**config.mk**
```make
export PLATFORM = sky130hd
export DESIGN_NAME = conv_sequencer
export DESIGN_NICKNAME = d
export VERILOG_FILES = /design/src/rtl/conv_sequencer.sv
export SDC_FILE = /design/constraint.sdc
export NUM_CORES = 1
export LEC_CHECK = 0
export CAP_MARGIN = 20
export CORE_UTILIZATION = 35
export CTS_BUF_LIST = sky130_fd_sc_hd__clkbuf_16
export CTS_CLUSTER_SIZE = 8
export DETAILED_ROUTE_END_ITERATION = 12
export PLACE_DENSITY_LB_ADDON = 0.2
export SLEW_MARGIN = 10
export SYNTH_ARGS = -nofsm -noshare
export SYNTH_HDL_FRONTEND = slang
export SYNTH_SLANG_ARGS = --single-unit
```
**constraint.sdc**
```tcl
create_clock -name clk -period 3.65 [get_ports clk]
set_input_delay 1.095 -clock clk [delete_from_list [all_inputs] [get_ports clk]]
set_output_delay 1.095 -clock clk [all_outputs]
set_load 0.005 [all_outputs]
```
**src/rtl/conv_sequencer.sv**
```systemverilog
// conv_sequencer: load/issue/accumulate/output FSM for the N x M streaming 1-D convolution datapath.
// Optional output stall counter enabled by defining CONV_STALL_CNT_EN.
module conv_sequencer #(
   parameter int N    = 128,
   parameter int M    = 32,
   parameter int LOGN = 7,
   parameter int LOGM = 5
) (
   input  logic            clk,
   input  logic            reset,
   input  logic            s_valid_x,
   output logic            s_ready_x,
   output logic            wr_en_x,
   output logic [LOGN-1:0] wr_addr_x,
   input  logic            s_valid_f,
   output logic            s_ready_f,
   output logic            wr_en_f,
   output logic [LOGM-1:0] wr_addr_f,
   output logic [LOGN-1:0] rd_addr_x,
   output logic            clr_acc,
   output logic            en_acc,
   output logic            m_valid_y,
   input  logic            m_ready_y
`ifdef CONV_STALL_CNT_EN
   ,output logic [31:0]    stall_cnt
`endif
);
   typedef enum logic [2:0] {LOAD, ISSUE, MEM, ACC, OUT} state_t;
   state_t          r_state, w_next;
   logic [LOGN:0]   r_x_cnt;
   logic [LOGM:0]   r_f_cnt;
   logic [LOGN-1:0] r_k;
   logic            w_x_done, w_f_done, w_last;

   // a stream counts as done on the edge its last sample is accepted
   assign w_x_done  = (r_x_cnt == (LOGN+1)'(N)) | ((r_x_cnt == (LOGN+1)'(N-1)) & wr_en_x);
   assign w_f_done  = (r_f_cnt == (LOGM+1)'(M)) | ((r_f_cnt == (LOGM+1)'(M-1)) & wr_en_f);
   assign w_last    = r_k == LOGN'(N-M);
   assign wr_en_x   = s_valid_x & s_ready_x;
   assign wr_en_f   = s_valid_f & s_ready_f;
   assign wr_addr_x = r_x_cnt[LOGN-1:0];
   assign wr_addr_f = r_f_cnt[LOGM-1:0];
   assign rd_addr_x = (r_state == LOAD) ? '0 : r_k;

   always_ff @(posedge clk or negedge reset) begin
      if (!reset) r_state <= LOAD;
      else        r_state <= w_next;
   end

   always_comb begin
      w_next    = r_state;
      s_ready_x = 1'b0;
      s_ready_f = 1'b0;
      clr_acc   = 1'b0;
      en_acc    = 1'b0;
      m_valid_y = 1'b0;
      case (r_state)
         LOAD: begin
            s_ready_x = r_x_cnt < (LOGN+1)'(N);
            s_ready_f = r_f_cnt < (LOGM+1)'(M);
            if (w_x_done && w_f_done) w_next = ISSUE;
         end
         ISSUE: begin
            clr_acc = 1'b1;
            w_next  = MEM;
         end
         MEM: w_next = ACC;
         ACC: begin
            en_acc = 1'b1;
            w_next = OUT;
         end
         OUT: begin
            m_valid_y = 1'b1;
            if (m_ready_y) w_next = w_last ? LOAD : ISSUE;
         end
         default: w_next = LOAD;
      endcase
   end

   always_ff @(posedge clk or negedge reset) begin
      if (!reset) begin
         r_x_cnt <= '0;
         r_f_cnt <= '0;
         r_k     <= '0;
      end else begin
         if (wr_en_x) r_x_cnt <= r_x_cnt + 1'b1;
         if (wr_en_f) r_f_cnt <= r_f_cnt + 1'b1;
         if (r_state == LOAD) r_k <= '0;
         else if (r_state == OUT && m_ready_y) begin
            if (w_last) begin
               r_x_cnt <= '0;
               r_f_cnt <= '0;
               r_k     <= '0;
            end else r_k <= r_k + 1'b1;
         end
      end
   end

`ifdef CONV_STALL_CNT_EN
   logic [31:0] r_stall_cnt;
   always_ff @(posedge clk or negedge reset) begin
      if (!reset) r_stall_cnt <= '0;
      else if (r_state == OUT && !m_ready_y && r_stall_cnt != '1) r_stall_cnt <= r_stall_cnt + 1'b1;
   end
   assign stall_cnt = r_stall_cnt;
`endif
endmodule

```
==> metrics.md <==
| Metric | Value |
|---|---|
| Status | completed |
| Worst Tran Pin Value | 0.742 ns |
| Hold path startpoint | r_k[0]$_DFFE_PN0P_ |
| Post-CTS Setup Inserts | 0 |
| CTS Sinks | 24 |
| Netlist cell types | 43 |
| Tcrit/Tclk final | 96.6% |
| Via density | 5.16 |
| Main synth FF type | dfrtp_1 |
| Hold Path Class | register to register |
| Max-cap violations | 0 |
| P_leak | 0.823 nW |
| Worst path cell trace | clkdlybuf4s50_1 > nor2b_1 > nand2_1 > inv_1 > clkdlybuf4s50_1 |
| FF+latch count, synth | 24 |
| Initial antenna violation count | 0 |
| Clock-pin slew on the worst setup and hold paths | 0.06 ns |
| DR DRC count | 0 |
| Final wirelength | 3.28 mm |
| Seq/Total Area, Yosys | 38.4% |
| Post-DRT Antenna Nets | 0 |
| Drt pass-1 iters | 4 |
| Number of global-route vias before repair | 1187 |
| Reg2reg start | r_state[2]$_DFFE_PN0P_ |
| All-layer global routing usage | 15.8% |
| Clock Root Buffer | clkbuf_16 |
| Path type of the worst setup path | primary input to primary output |
| Crit-path max FO | 3 |
| Count leader, synth | dfrtp_1 |
| CP top delay family | buffers and inverters |
| CTS tree | done |
| RePlAce Congestion | 0.820 |
| Layout net count | 195 |
| Syn_nets | 174 |
| Fin crit period | 3.53 ns |
| Critical path buffer and inverter count | 3 |
| Post-synth top area share | 38.4% |
| Die H | 68.8 um |
| Mapped Avg Cell Area | 9.59 um^2 |
| # hold bufs at CTS | 0 |
| Worst stage delay on the critical path | 0.49 ns |
| Final Hold Viols | 0 |
| Crit path launch type | primary input |
| Max stage delay cell, worst path | clkdlybuf4s50_1 |
| Diode count | 0 |
| Post-Synthesis Cells | 163 |
| Worst R2R Setup Slack | 1.73 ns |
| Fmax | 0.284 GHz |
| CTS Buffer Depth | 2 |
| CTS resizes | 0 |
| Synthesis warning total | 0 |
| Ys async rst share | 100% |
| Most common cell on crit path | clkdlybuf4s50_1 |
| Core Region | 4140 um^2 |
| Area Growth Syn to Fin | 21.4% |
| FP Rows | 23 |
| FF-to-FF End | r_state[0]$_DFFE_PN0P_ |
| Hold Path Cell Cnt | 1 |
| H-tree levels | 1 |
| Fill cell count | 411 |
| Crit path required time | 2.55 ns |
| Cell depth of the worst flop-to-flop path | 4 |
| PD cells | 575 nW/um^2 |
| Worst skew pair latency | 0.26 ns |
| Initial Util | 37.7% |
| Number of synthesized flops with an enable pin | 0 |
| Die ar. | 4740 um^2 |
| Final setup viols | 0 |
| Num CTS Buffers | 3 |
| Layout cell share with drive strength beyond 1 | 12.0% |
| Hold Path Sink | r_k[0]$_DFFE_PN0P_ |
| VDD IR max | 0.220 mV |
| Detailed placement HPWL | 2.34 mm |
| Final TNS setup | 0 ns |
| Starting DRT DRC Count | 36 |
| First-pass GRT wire length | 5.41 mm |
| Synth area leaders | dfrtp_1, buf_4, nor2_1 |
| # port buffers | 30 |
| CP Capture Type | primary output |
| RSZ-0062 raised after global routing | no |
| Top cells by count, synth | dfrtp_1, nor2_1, buf_4 |
| Clk_skew | 0.00355 ns |
| WP data arrival | 2.43 ns |
| DP Worst Slack | 0.119 ns |
| Final max-slew violation count | 0 |
| GRT overflow | 0 |
| DR WL/cell | 14.1 um |
| Largest net degree at the start of global routing | 25 |
| Mapped cell area | 1560 um^2 |
| Slew margin rel. | 50.5% |
| I/O pin cnt | 31 |
| Die W | 68.8 um |
| Synth area leader | dfrtp_1 |
| Total number of vias | 1203 |
| PnR worst setup slack | 0.123 ns |
[metal layers]
layer,track usage (%),wire length [um],up-vias,share of wire (%)
li1,-,-,585,-
met1,18.8,1560,586,48
met2,27.6,1550,27,47
met3,2.47,98,5,3.0
met4,7.65,65,0,2.0
met5,0,0,-,0
[metrics by stage]
stage	cells	hold slack, ns	area, um^2	power [mW]	utilization, %
after global routing	233	0.577	1900	1.17	45.8
after CTS	233	0.535	1900	1.10	45.8
after detailed placement	229	0.525	1820	0.853	43.9
final	233	0.533	1900	1.09	45.8
after global placement	229	0.514	1820	0.840	43.9
after floorplan	163	0.473	1560	0.720	-
[cell usage in the layout (no fill, tap or decap), types with 2 or more instances in the layout]
cell	synthesis	layout
clkdlybuf4s50_1	0	30
dfrtp_1	24	24
nor2_1	21	21
inv_1	10	10
xnor2_1	9	9
nand2_1	7	7
and3_1	6	6
ha_1	6	6
nand3_1	5	5
and2_1	5	5
a31oi_1	5	5
a21oi_1	4	4
buf_4	12	4
nor3_2	3	3
and4b_1	3	3
nor2_2	3	3
xor2_1	3	3
clkbuf_16	0	3
nor3b_1	2	2
nor4_2	2	2
nand2b_1	2	2
o21ai_0	2	2
a41oi_1	2	2
mux2i_1	2	2
nor4b_1	2	2
[worst max-delay path by stage]
stage	from	end	slack, ns	cells after the start
2_1_floorplan	s_valid_f	wr_en_f	1.08	3
3_3_place_gp	s_valid_f	wr_en_f	0.12	5
3_5_place_dp	s_valid_f	wr_en_f	0.12	5
4_1_cts	s_valid_f	wr_en_f	0.11	5
5_1_grt	s_valid_f	wr_en_f	0.04	5
6_report	s_valid_f	wr_en_f	0.12	5
[flip-flops by register name, summed over array words and instances, names as in the netlist]
| register | flops |
|---|---|
| r_state | 3 |
| r_f_cnt | 6 |
| r_k | 7 |
| r_x_cnt | 8 |
[worst register-to-register path, stage by stage, from the launching register on]
cell     delay, ns
dfrtp_1       0.45
or3_1         0.72
a31o_2        0.34
a31oi_1       0.21
nor4_2        0.08
[kinds of logic after synthesis]
family                   synth area share (%)
AND/OR/NAND/NOR                          27.5
buffers and inverters                    11.2
flip-flops                               38.4
AO/OA/AOI/OAI                            9.29
XOR/XNOR                                 6.73
adder cells (fa/ha/maj)                  4.80
multiplexers                             2.00
[power breakdown]
part | internal (mW) | switching [mW] | total [mW] | leakage, nW
clock | 0.147 | 0.101 | 0.247 | 0.0385
sequential | 0.339 | 0.0984 | 0.437 | 0.312
combinational | 0.239 | 0.167 | 0.406 | 0.473
total | 0.725 | 0.366 | 1.09 | 0.823
[final cells by class]
type	count	area (um^2)	share of cell area, %
inverters	10	37.5	1.98
flip-flops and latches	24	601	31.7
multi-input cells	111	787	41.5
clock buffers	3	75.1	3.96
repair buffers	34	330	17.4
clock inverters	1	3.75	0.198
well taps	50	62.6	3.30
Note: power is estimated with default switching activity, not from simulation.
